$ cat src/rtl/ram_arbiter.sv
// Two-port round-robin arbiter in front of a single-port synchronous RAM.
// Read returns are routed back to the issuing port through a tag pipeline.
module ram_arbiter #(
  parameter int ADDR_W   = 16,
  parameter int DATA_W   = 32,
  parameter int READ_LAT = 2
) (
  input  logic              clock,
  input  logic              reset,
  input  logic              p0_req,
  input  logic              p0_wren,
  input  logic [ADDR_W-1:0] p0_address,
  input  logic [DATA_W-1:0] p0_data,
  output logic              p0_gnt,
  output logic              p0_rvalid,
  output logic [DATA_W-1:0] p0_q,
  input  logic              p1_req,
  input  logic              p1_wren,
  input  logic [ADDR_W-1:0] p1_address,
  input  logic [DATA_W-1:0] p1_data,
  output logic              p1_gnt,
  output logic              p1_rvalid,
  output logic [DATA_W-1:0] p1_q,
  output logic [ADDR_W-1:0] ram_address,
  output logic [DATA_W-1:0] ram_data,
  output logic              ram_wren,
  input  logic [DATA_W-1:0] ram_q
);

  logic                prio;
  logic                rd_issue;
  logic [READ_LAT-1:0] tag_vld;
  logic [READ_LAT-1:0] tag_id;

  // prio names the port that wins when both request
  always_comb begin
    p0_gnt = ~reset & p0_req & (~p1_req | ~prio);
    p1_gnt = ~reset & p1_req & (~p0_req | prio);
  end

  always_comb begin
    ram_address = '0;
    ram_data    = '0;
    ram_wren    = 1'b0;
    unique case (1'b1)
      p0_gnt: begin
        ram_address = p0_address;
        ram_data    = p0_data;
        ram_wren    = p0_wren;
      end
      p1_gnt: begin
        ram_address = p1_address;
        ram_data    = p1_data;
        ram_wren    = p1_wren;
      end
      default: ;
    endcase
  end

  assign rd_issue = (p0_gnt & ~p0_wren) | (p1_gnt & ~p1_wren);

  always_ff @(posedge clock) begin
    if (reset) begin
      prio <= 1'b0;
    end else if (p0_gnt) begin
      prio <= 1'b1;
    end else if (p1_gnt) begin
      prio <= 1'b0;
    end
  end

  always_ff @(posedge clock) begin
    if (reset) begin
      tag_vld <= '0;
      tag_id  <= '0;
    end else begin
      tag_vld[0] <= rd_issue;
      tag_id[0]  <= p1_gnt;
      for (int i = 1; i < READ_LAT; i++) begin
        tag_vld[i] <= tag_vld[i-1];
        tag_id[i]  <= tag_id[i-1];
      end
    end
  end

  always_comb begin
    p0_rvalid = ~reset & tag_vld[READ_LAT-1] & ~tag_id[READ_LAT-1];
    p1_rvalid = ~reset & tag_vld[READ_LAT-1] & tag_id[READ_LAT-1];
    p0_q      = ram_q;
    p1_q      = ram_q;
  end

endmodule

$ cat config.mk
export PLATFORM = sky130hd
export DESIGN_NAME = ram_arbiter
export DESIGN_NICKNAME = d
export VERILOG_FILES = /design/src/rtl/ram_arbiter.sv
export SDC_FILE = /design/constraint.sdc
export NUM_CORES = 1
export LEC_CHECK = 0
export ABC_AREA = 0
export CAP_MARGIN = 20
export CORE_AREA = 4 4 94 96
export CTS_CLUSTER_DIAMETER = 120
export DETAILED_ROUTE_END_ITERATION = 8
export DIE_AREA = 0 0 98 100
export DONT_BUFFER_PORTS = 1
export HOLD_SLACK_MARGIN = 0.08
export PLACE_DENSITY = 0.39
export SKIP_CTS_REPAIR_TIMING = 1
export SYNTH_ARGS = -nofsm -noshare
export SYNTH_HDL_FRONTEND = slang
export SYNTH_SLANG_ARGS = --single-unit
export TNS_END_PERCENT = 50
$ cat constraint.sdc
create_clock -name clock -period 1.3 [get_ports clock]
set_clock_uncertainty 0.1 [all_clocks]
set_input_delay 0.195 -clock clock [delete_from_list [all_inputs] [get_ports clock]]
set_output_delay 0.195 -clock clock [all_outputs]
set_load 0.005 [all_outputs]
### After elaboration in Yosys (flattened, before gate mapping)

Index checks and enable logic that the tools add are counted.

* reduce and logical (&&, ||, !) cells: 1
* bitwise logic cells: 19
* muxes and demuxes: 5

Operators with widths (number)
* 32-bit case mux with 2 select lines: 1
* 16-bit case mux with 2 select lines: 1
* 1-bit bitwise AND: 9
* 1-bit inverter: 7
* 1-bit OR: 3
* 1-bit 2-to-1 mux: 2
* 1-bit case mux with 2 select lines: 1
* 2-bit nonzero test: 1

* output and inout bits: 117
* flip-flop bits (word level): 5
* word-level logic and storage cells: 28

### Logic depth before layout (Yosys ltp)

Gate-level depths: netlist of run 1.

* word-level depth: 5
* depth in mapped cells: 5
* mapped depth without buffers: 3

### Worst setup path before layout of run 1

OpenSTA, ideal clock, no wires.

* path kind: register to output
* start point: register prio
* end point: output ram_address[0]
* path buffers: 2
* arrival: 0.980 ns
* slack: 0.025 ns
* stages on the path, launching flop included: 6
* path through: dfxtp_1 nand2b_1 buf_6 buf_6 a32oi_1 nor2_1

* longest elaborated chain between the ends: 4
* elaborated cells on any way between the ends: 6
* classes of those cells: 1 x mux; 5 x bitwise

RTL lines
* start, declared: line 30 `logic prio;`
* start signal, assigned: line 64 `prio <= 1'b0;`
* start signal, assigned: line 66 `prio <= 1'b1;`
* start signal, assigned: line 68 `prio <= 1'b0;`
* 1-bit inverter: line 37 `p0_gnt = ~reset & p0_req & (~p1_req | ~prio);`
* 1-bit OR: line 37
* 1-bit bitwise AND: line 37
* 16-bit case mux with 2 select lines *: line 45 `unique case (1'b1)`
* end, declared: line 24 `output logic [ADDR_W-1:0] ram_address,`

Every way passes the cells marked *; elsewhere a longest branch is shown, timed or not.

### Worst setup path after layout of run 1

* start point: register prio
* end point: output ram_data[12]

* longest elaborated chain between the ends: 4
* elaborated cells on any way between the ends: 6
* classes of those cells: 1 x mux; 5 x bitwise

RTL lines
* 1-bit inverter: line 37
* 1-bit OR: line 37
* 1-bit bitwise AND: line 37
* 32-bit case mux with 2 select lines *: line 45
* end, declared: line 25 `output logic [DATA_W-1:0] ram_data,`

Marked as above.

==> metrics.cfg, run 1 <==
[clocking]
clkSlewWorstSetupHoldPaths_ns=0.04
cts_made_buffers=3
clkLatencyLatePin_ns=0.22
cts_root_buf=clkbuf_8
clk_path_buf_depth=2
cts.htree.levels=1
cts_tree=built
cts.sinks=5

[run_status]
violations=setup timing
status=complete, but fails checks

[power]
peakVddDrop_uv=231
power_mw=0.778
p_leak_nw=0.334
powerDensity_nw_per_um2=676

[floorplan]
dieWidth_um=98
die-area_um2=9800
core_um2=8050
start_util_pct=18.6
die_h_um=100
rows=33
io_pins=251

[critical_path]
crit_required_ns=1.00
cp-start-kind=flop
crit_fanout=27
cp.arrival_ns=1.19
critPathKind=reg -> out
end_kind=output pin

[synth]
syn-num-nets=340
yosys.area.top_type=buf_4
synth_cell_type_count=16
yosysWarnings=0
synth_seq_area_share_pct=6.68
syn_avg_cell_area_um2=7.27
synthTopCellsByArea=buf_4, a32oi_1, nor2_1
synth_area_um2=1500
syn-instance-count=206
synth_top_area_share_pct=32.6
yosys_register_bits=5

[timing]
max_freq_mhz=674
worst_pin_slew_ns=0.297
post-route-period-util_pct=114
whs_ns=0.0846
worst_slack_ns=-0.183
timing.final.crit_period_ns=1.48
setup_violations=51
drv_slew=0
rsz0062_at_grt=yes
max-slew-margin-rel_pct=80.1
hold_viol_final=0

[grt]
antenna_found_initial=0
grt.total_usage_pct=8.07
overflow=0
grt_pass1_wl_mm=6.49
grt_pass1_vias=1181
grt_max_degree=60

[route]
routedWlPerCell_um=20.4
vias=1241
drt_iter0_markers=71
vias_per_cell=5.30
antenna_left=0
drt-total-wl_mm=4.79
first_pass_iters=4
drc=0

[place]
port_buffers=0
dp_hpwl_mm=3.75
dp_slack_ns=-0.0451
routabilityCongestion=0.687

[cells_and_area]
layout-drive-gt1-share_pct=12.4
diodes=0
area_delta_synth_final_pct=-23.1
fillCellCount=924
fin_nets=264
utilization_pct=14.3
ff_latch_area_um2=101
multiInputGateArea_um2=764

[hold_path]
hp-class=in -> reg

[job]
cap_violations=0

## routing by layer
metal  track usage (%)  up-vias  part of all wire, %
met5                 0        -                    0
met4              2.34        0                  1.9
met3              2.92       12                   13
met2              16.2      138                   56
met1              7.59      559                   30
li1                  -      532                    -
## power breakdown
group,switching [mW],total (mW),internal [mW]
sequential,0.00492,0.169,0.164
clock,0.0829,0.294,0.211
combinational,0.172,0.316,0.144
## cells by family after synthesis
| kind of cell | Yosys count | synth area share [%] |
|---|---|---|
| buffers and inverters | 88 | 44.4 |
| AND/OR/NAND/NOR | 61 | 17.0 |
| AO/OA/AOI/OAI | 52 | 31.8 |
| flip-flops | 5 | 6.68 |
## cells in the mapped netlist
cell type and count:
buf_4 65, nor2_1 53, a32oi_1 49, buf_6 12, clkbuf_1 10, dfxtp_1 5, nor2b_1 3, a211oi_1 1
a21boi_4 1, and3b_1 1, buf_2 1, nand2_1 1, nand2_4 1, nand2b_1 1, nor3b_1 1, o31ai_4 1
## worst max-delay path: stages, from the launching register on
cell      delay [ns]
dfxtp_2         0.36
nand2b_4        0.16
buf_12          0.17
a32oi_1         0.11
nor2_1          0.14
## metrics by stage
step                      cells  cell area [um2]  setup TNS, ns
after floorplan             206             1500              0
after global placement      227             1050        -0.0627
after detailed placement    227             1050          -1.23
after CTS                   231             1090         -13.44
after global routing        234             1150         -12.19
final                       234             1150          -8.13
## registers in the layout, summed over array words and instances, names as in the netlist
name and count:
prio 1, tag_id 2, tag_vld 2
## final cells by class
type | count | area share, %
multi-input combinational | 113 | 66.3
tap | 105 | 11.4
timing repair buffer | 7 | 9.55
sequential | 5 | 8.79
clock buffer | 4 | 3.91
## cells in the final DEF (no fill, tap or decap), types with 2 or more instances in the layout
master / n
a32oi_2: 2
dlygate4sd3_1: 3
dfxtp_1: 4
a32oi_1: 47
buf_12: 4
clkbuf_8: 3
nor2b_1: 2
nor2_1: 52
## worst paths after layout
path	from	endpoint	slack, ns	cells past startpoint
worst max register to register	prio	tag_vld[0]	0.18	4
worst min-delay path	p0_req	prio	0.08	2
worst max-delay path	prio	ram_data[12]	-0.18	4
worst min register to register	tag_id[0]	tag_id[1]	0.33	1
No activity file was read; power rests on OpenSTA's default activity.
==> run 2: changes to the inputs <==
--- a/config.mk
+++ b/config.mk
@@ -5,7 +5,7 @@
 export SDC_FILE = /design/constraint.sdc
 export NUM_CORES = 1
 export LEC_CHECK = 0
-export ABC_AREA = 0
+export ABC_AREA = 1
 export CAP_MARGIN = 20
 export CORE_AREA = 4 4 94 96
 export CTS_CLUSTER_DIAMETER = 120
@@ -13,7 +13,7 @@
 export DIE_AREA = 0 0 98 100
 export DONT_BUFFER_PORTS = 1
 export HOLD_SLACK_MARGIN = 0.08
-export PLACE_DENSITY = 0.39
+export PLACE_DENSITY = 0.4
 export SKIP_CTS_REPAIR_TIMING = 1
 export SYNTH_ARGS = -nofsm -noshare
 export SYNTH_HDL_FRONTEND = slang
==> run 2 against run 1 <==
The run still ends with setup timing left. Via count increased by 17%. Critical path depth unchanged. Register-to-register slack barely moved. Sequential share of layout area is 2.0 points lower. Wire length is 19% higher. Hold slack lost 0.012 ns.
==> metrics.cfg, run 2 <==
[run_status]
status=complete, but fails checks
violations=setup timing

[synth]
syn-instance-count=262  ; +27%
synth_edf_count=0  ; unchanged
yosys.area.top_type=nand3_1
synth_cell_type_count=12  ; -4
synthTopCellsByArea=nand3_1, buf_4, nand2_1
yosys_register_bits=5  ; unchanged
syn_avg_cell_area_um2=6.06  ; -17%
syn-num-nets=396  ; +16%
synth_common_cells=nand3_1, buf_4, nand2_1, buf_6, inv_1
yosysWarnings=0  ; unchanged
synth.most_common_cell=nand3_1
yosys_most_used_dff=dfxtp_1
synth_top_area_share_pct=31.5  ; -1.1 points
synth_area_um2=1590  ; +6.0%
async_flop_share_pct=0  ; unchanged
synth_seq_area_share_pct=6.30  ; -0.38 points

[place]
dp_slack_ns=0.137  ; +0.182 ns
routabilityCongestion=0.639  ; -7.1%
dp_hpwl_mm=4.03  ; +7.7%
port_buffers=0  ; unchanged

[timing]
rsz0062_at_grt=yes
worst_slack_ns=-0.101  ; +0.0822 ns
post-route-period-util_pct=108  ; -6.3 points
setup_violations=53  ; +3.9%
drv_slew=0  ; unchanged
max-slew-margin-rel_pct=84.7  ; +4.6 points
hold_viol_final=0  ; unchanged
worst_pin_slew_ns=0.228  ; -0.0692 ns
max_freq_mhz=714  ; +5.9%
timing.final.crit_period_ns=1.40  ; -0.0822 ns

[grt]
grt_max_degree=29  ; -52%
grt_pass1_vias=1203  ; +1.9%
grt_pass1_wl_mm=6.75  ; +3.9%
overflow=0  ; unchanged
grt.total_usage_pct=8.56  ; +0.49 points
antenna_found_initial=0  ; unchanged

[floorplan]
dieWidth_um=98  ; unchanged
core_um2=8050  ; unchanged
rows=33  ; unchanged
io_pins=251  ; unchanged
die-area_um2=9800  ; unchanged
die_h_um=100  ; unchanged
start_util_pct=19.7  ; +1.1 points

[clocking]
cts.sinks=5  ; unchanged
clk_path_buf_depth=2  ; unchanged
clkLatencyLatePin_ns=0.22  ; about the same
cts_made_buffers=3  ; unchanged
cts.htree.levels=1  ; unchanged
cts_tree=built
cts_root_buf=clkbuf_8
clkSlewWorstSetupHoldPaths_ns=0.03  ; about the same

[critical_path]
reg2reg_to=tag_vld[1]
cp-start-kind=primary input
end_kind=output pin
cp.arrival_ns=1.11  ; -0.08 ns
crit_fanout=4  ; -85%
reg2reg_from=tag_vld[0]
startpoint=reset
worst-r2r-cell-count=3  ; -1
crit_required_ns=1.00  ; about the same
critPathKind=in -> out
r2r_slack_ns=0.18  ; about the same

[hold_path]
hold_path_end=tag_vld[0]
hp-class=in -> reg
hold_depth=3  ; +1
min_from=p1_wren

[power]
p_leak_nw=0.712  ; +110%
p_seq_share_pct=18.9  ; -2.7 points
internal_power_mw=0.564  ; +8.7%
power_switching_mw=0.328  ; +26%
swShare_pct=36.8  ; +3.4 points
peakVddDrop_uv=274  ; +19%
pwr-share-clk_pct=31.4  ; -6.4 points
powerDensity_nw_per_um2=597  ; -12%
comb_power_share_pct=49.8  ; +9.2 points

[cells_and_area]
utilization_pct=18.6  ; +4.2 points
area_delta_synth_final_pct=-5.91
reg.largest.list=tag_id: 2 flops, tag_vld: 2 flops, prio: 1 flops
diodes=0  ; unchanged
fillCellCount=921  ; -0.32%
layout-drive-gt1-share_pct=22.4  ; +10 points
multiInputGateArea_um2=851  ; +11%
final_common_cell=nand3_1
final_cell_mix=nand3_1, nand2_1, nand2_2
fin_nets=336  ; +27%
ff_latch_area_um2=101  ; unchanged

[route]
vias=1455  ; +17%
antenna_left=0  ; unchanged
drt-total-wl_mm=5.69  ; +19%
vias_per_cell=4.75  ; -10%
first_pass_iters=4  ; unchanged
routedWlPerCell_um=18.6  ; -9.1%
drc=0  ; unchanged
drt_iter0_markers=52  ; -27%

[job]
cap_violations=0  ; unchanged

==> run 2: cell types whose count changed after synthesis, sizes merged, moves of 5 or more <==
cell,previous run,this run
a32oi,49,0
clkbuf,10,5
inv,0,9
nand2,2,54
nand3,0,100
nor2,53,6
==> run 2: worst max path at each step <==
| stage | end | cells after the start |
|---|---|---|
| after CTS | ram_data[29] | 5 |
| after floorplan | ram_address[0] | 5 |
| after detailed placement | ram_data[29] | 5 |
| final | p1_rvalid | 4 |
| after global routing | ram_address[13] | 5 |
| after global placement | ram_address[4] | 5 |
==> run 2: critical path, stage by stage <==
cell and delay (ns):
dlygate4sd3_1 0.57, inv_1 0.08, nand2_1 0.06, nor2_1 0.20
==> run 2: kinds of logic after synthesis <==
| group | count (synthesis) | synth area share, % |
|---|---|---|
| buf+inv | 93 | 45.4 |
| compound gates | 1 | 0.315 |
| simple gates | 163 | 48.0 |
| flops | 5 | 6.30 |
==> run 2: per-stage QoR <==
stage | area (um2) | TNS, ns | power, mW | std cells | hold WS [ns]
floorplan | 1590 | 0 | 0.605 | 262 | 0.166
global placement | 1220 | 0 | 0.509 | 294 | 0.169
detailed placement | 1220 | 0 | 0.515 | 294 | 0.171
CTS | 1260 | -4.10 | 0.805 | 298 | -0.0587
global route | 1490 | -6.35 | 0.965 | 306 | 0.0980
finish | 1490 | -3.50 | 0.892 | 306 | 0.0721
==> run 2: final cells by class <==
class / count / area share (%)
clock buffers: 4 / 3.02
inverters: 9 / 2.43
multi-input cells: 164 / 57.0
flip-flops and latches: 5 / 6.78
well taps: 105 / 8.79
repair buffers: 19 / 22.0
==> run 2: layer usage <==
metal  vias to the layer above  global-route usage [%]  share of wire, %  wire length [um]
met2                       129                    16.3                53              3030
met5                         -                       0                 0                 0
met1                       648                    8.97                35              2000
met3                         6                    2.29                10               592
met4                         0                    3.19               1.1                63
li1                        672                       -                 -                 -
==> run 2: power groups by stage <==
stage | clock [mW] | combinational, mW | sequential, mW
2_1_floorplan | 0 | 0.437 | 0.168
3_3_place_gp | 0 | 0.340 | 0.168
3_5_place_dp | 0 | 0.347 | 0.169
4_1_cts | 0.291 | 0.348 | 0.166
5_1_grt | 0.304 | 0.492 | 0.168
6_report | 0.280 | 0.444 | 0.168
==> run 3: changes to the inputs <==
--- a/config.mk
+++ b/config.mk
@@ -12,8 +12,10 @@
 export DETAILED_ROUTE_END_ITERATION = 8
 export DIE_AREA = 0 0 98 100
 export DONT_BUFFER_PORTS = 1
+export GPL_TIMING_DRIVEN = 0
 export HOLD_SLACK_MARGIN = 0.08
 export PLACE_DENSITY = 0.4
+export SETUP_SLACK_MARGIN = 0.3
 export SKIP_CTS_REPAIR_TIMING = 1
 export SYNTH_ARGS = -nofsm -noshare
 export SYNTH_HDL_FRONTEND = slang
==> run 3 against run 2 <==
The flow still finishes with violations (setup timing). Non-clock buffer count up 68. Clock power about the same. Combinational power up 25%. Cell count up 22%. Utilization up 5.0 points. Register-to-register slack better by 0.12 ns. Global-route usage up 2.0 points. Highest routed layer is now met3.
==> metrics.cfg, run 3 (synthesis gave the netlist of run 2 again) <==
[run_status]
status=complete, but fails checks
violations=setup timing

[grt]
grt.total_usage_pct=10.5  ; +2.0 points
grt_max_degree=11  ; -62%
antenna_found_initial=0  ; unchanged
overflow=0  ; unchanged
grt_pass1_wl_mm=8.53  ; +26%
grt_pass1_vias=1630  ; +35%

[power]
comb_power_share_pct=55.3  ; +5.5 points
pwr-share-clk_pct=28.0  ; -3.4 points
power_mw=1.01  ; +13%
p_seq_share_pct=16.8  ; -2.1 points
swShare_pct=35.2  ; -1.5 points
powerDensity_nw_per_um2=531  ; -11%
power_switching_mw=0.355  ; +8.2%
internal_power_mw=0.652  ; +16%
peakVddDrop_uv=396  ; +44%
p_leak_nw=1.01  ; +41%

[timing]
setup_violations=51  ; -3.8%
post-route-period-util_pct=105  ; -2.8 points
worst_pin_slew_ns=0.313  ; +0.0843 ns
max-slew-margin-rel_pct=79.1  ; -5.6 points
drv_slew=0  ; unchanged
whs_ns=0.114  ; +0.0418 ns
max_freq_mhz=733  ; +2.7%
hold_viol_final=0  ; unchanged
rsz0062_at_grt=yes
worst_slack_ns=-0.0644  ; +0.0366 ns
timing.final.crit_period_ns=1.36  ; -0.0366 ns

[clocking]
cts_root_buf=clkbuf_8
clk_path_buf_depth=2  ; unchanged
cts_tree=built
clkSlewWorstSetupHoldPaths_ns=0.03  ; about the same
cts.htree.levels=1  ; unchanged
clkLatencyLatePin_ns=0.22  ; about the same
cts.sinks=5  ; unchanged
cts_made_buffers=3  ; unchanged

[critical_path]
end_kind=output pin
cp_top_family=buffers and inverters
cp-start-kind=primary input
cp_cell_sequence=dlygate4sd3_1 > inv_1 > nand2_2 > nor2_2
crit_fanout=3  ; -1
cpPeakStageDelay_ns=0.58  ; about the same
cp.arrival_ns=1.07  ; -0.04 ns
crit_slowest_cell=dlygate4sd3_1
crit_buf_inv=2  ; unchanged
critPathKind=in -> out
crit_required_ns=1.00  ; about the same

[route]
first_pass_iters=4  ; unchanged
antenna_left=0  ; unchanged
vias=1677  ; +15%
drt-total-wl_mm=6.01  ; +5.7%
drc=0  ; unchanged
vias_per_cell=4.48  ; -5.7%
drt_iter0_markers=35  ; -33%
routedWlPerCell_um=16.1  ; -14%

[cells_and_area]
final_cell_area_um2=1900  ; +27%
final_cell_mix=nand3_1, buf_4, nand2_1
fillCellCount=890  ; -3.4%
instances_no_fill=374  ; +22%
diodes=0  ; unchanged
reg.largest.list=tag_id: 2 flops, tag_vld: 2 flops, prio: 1 flops
final_common_cell=nand3_1
fin_nets=404  ; +20%
area_delta_synth_final_pct=19.5
layout-drive-gt1-share_pct=39.0  ; +17 points

[place]
dp.cells=367  ; +25%
place_area_um2=1760  ; +44%
dp_slack_ns=0.0550  ; -0.0818 ns
routabilityCongestion=0.717  ; +12%
dp_hpwl_mm=5.17  ; +28%
port_buffers=0  ; unchanged

[floorplan]
rows=33  ; unchanged
start_util_pct=19.7  ; unchanged
dieWidth_um=98  ; unchanged
die-area_um2=9800  ; unchanged
io_pins=251  ; unchanged
die_h_um=100  ; unchanged
core_um2=8050  ; unchanged

[hold_path]
hp-class=in -> reg

[job]
cap_violations=0  ; unchanged

-- run 3: changes by cell type in the layout (fill, tap and decap cells not counted), sizes merged --
cell         before  now
buf              13   80
dlygate4sd3       2    3
-- run 3: worst reg2reg max path: cells and delay by family (launching register included) --
| family | cells | cell delay, ns |
|---|---|---|
| and+or+nand+nor | 3 | 0.21 |
| DFF | 1 | 0.33 |
| buffers and inverters | 2 | 0.25 |
-- run 3: worst paths after layout --
path | depth (start not counted) | slack, ns | endpoint | startpoint
min | 2 | 0.11 | prio | p0_req
min reg2reg | 2 | 0.30 | tag_vld[1] | tag_vld[0]
max reg2reg | 5 | 0.30 | tag_vld[0] | prio
max | 4 | -0.06 | p0_rvalid | reset
-- run 3: metrics by stage --
step / setup TNS [ns] / utilization, %
global placement: 0 / 21.9
finish: -2.06 / 23.6
floorplan: 0 / -
detailed placement: 0 / 21.9
global route: -5.67 / 23.6
CTS: -6.86 / 22.4
-- run 3: layer usage --
layer | wire length, um | share of wire [%] | up-vias | track usage [%]
li1 | - | - | 811 | -
met1 | 1950 | 32 | 738 | 11.9
met2 | 3410 | 57 | 128 | 20.6
met3 | 645 | 11 | 0 | 2.50
met4 | 0 | 0 | 0 | 1.28
met5 | 0 | 0 | - | 0
-- run 3: power groups by stage --
stage               Clock, mW  Sequential, mW  Combinational [mW]
floorplan                   0           0.169               0.450
global placement            0           0.170               0.541
detailed placement          0           0.170               0.539
CTS                     0.292           0.167               0.540
global route            0.303           0.170               0.613
finish                  0.282           0.169               0.557
-- run 3: cell type report --
class	count	area (um2)	share of cell area, %
Buffer	84	738	38.9
Clock buffer	4	45.0	2.37
Inverter	9	33.8	1.78
Multi-Input combinational cell	164	816	43.0
Sequential cell	5	103	5.41
Tap cell	105	131	6.93
Timing Repair Buffer	3	30.0	1.58
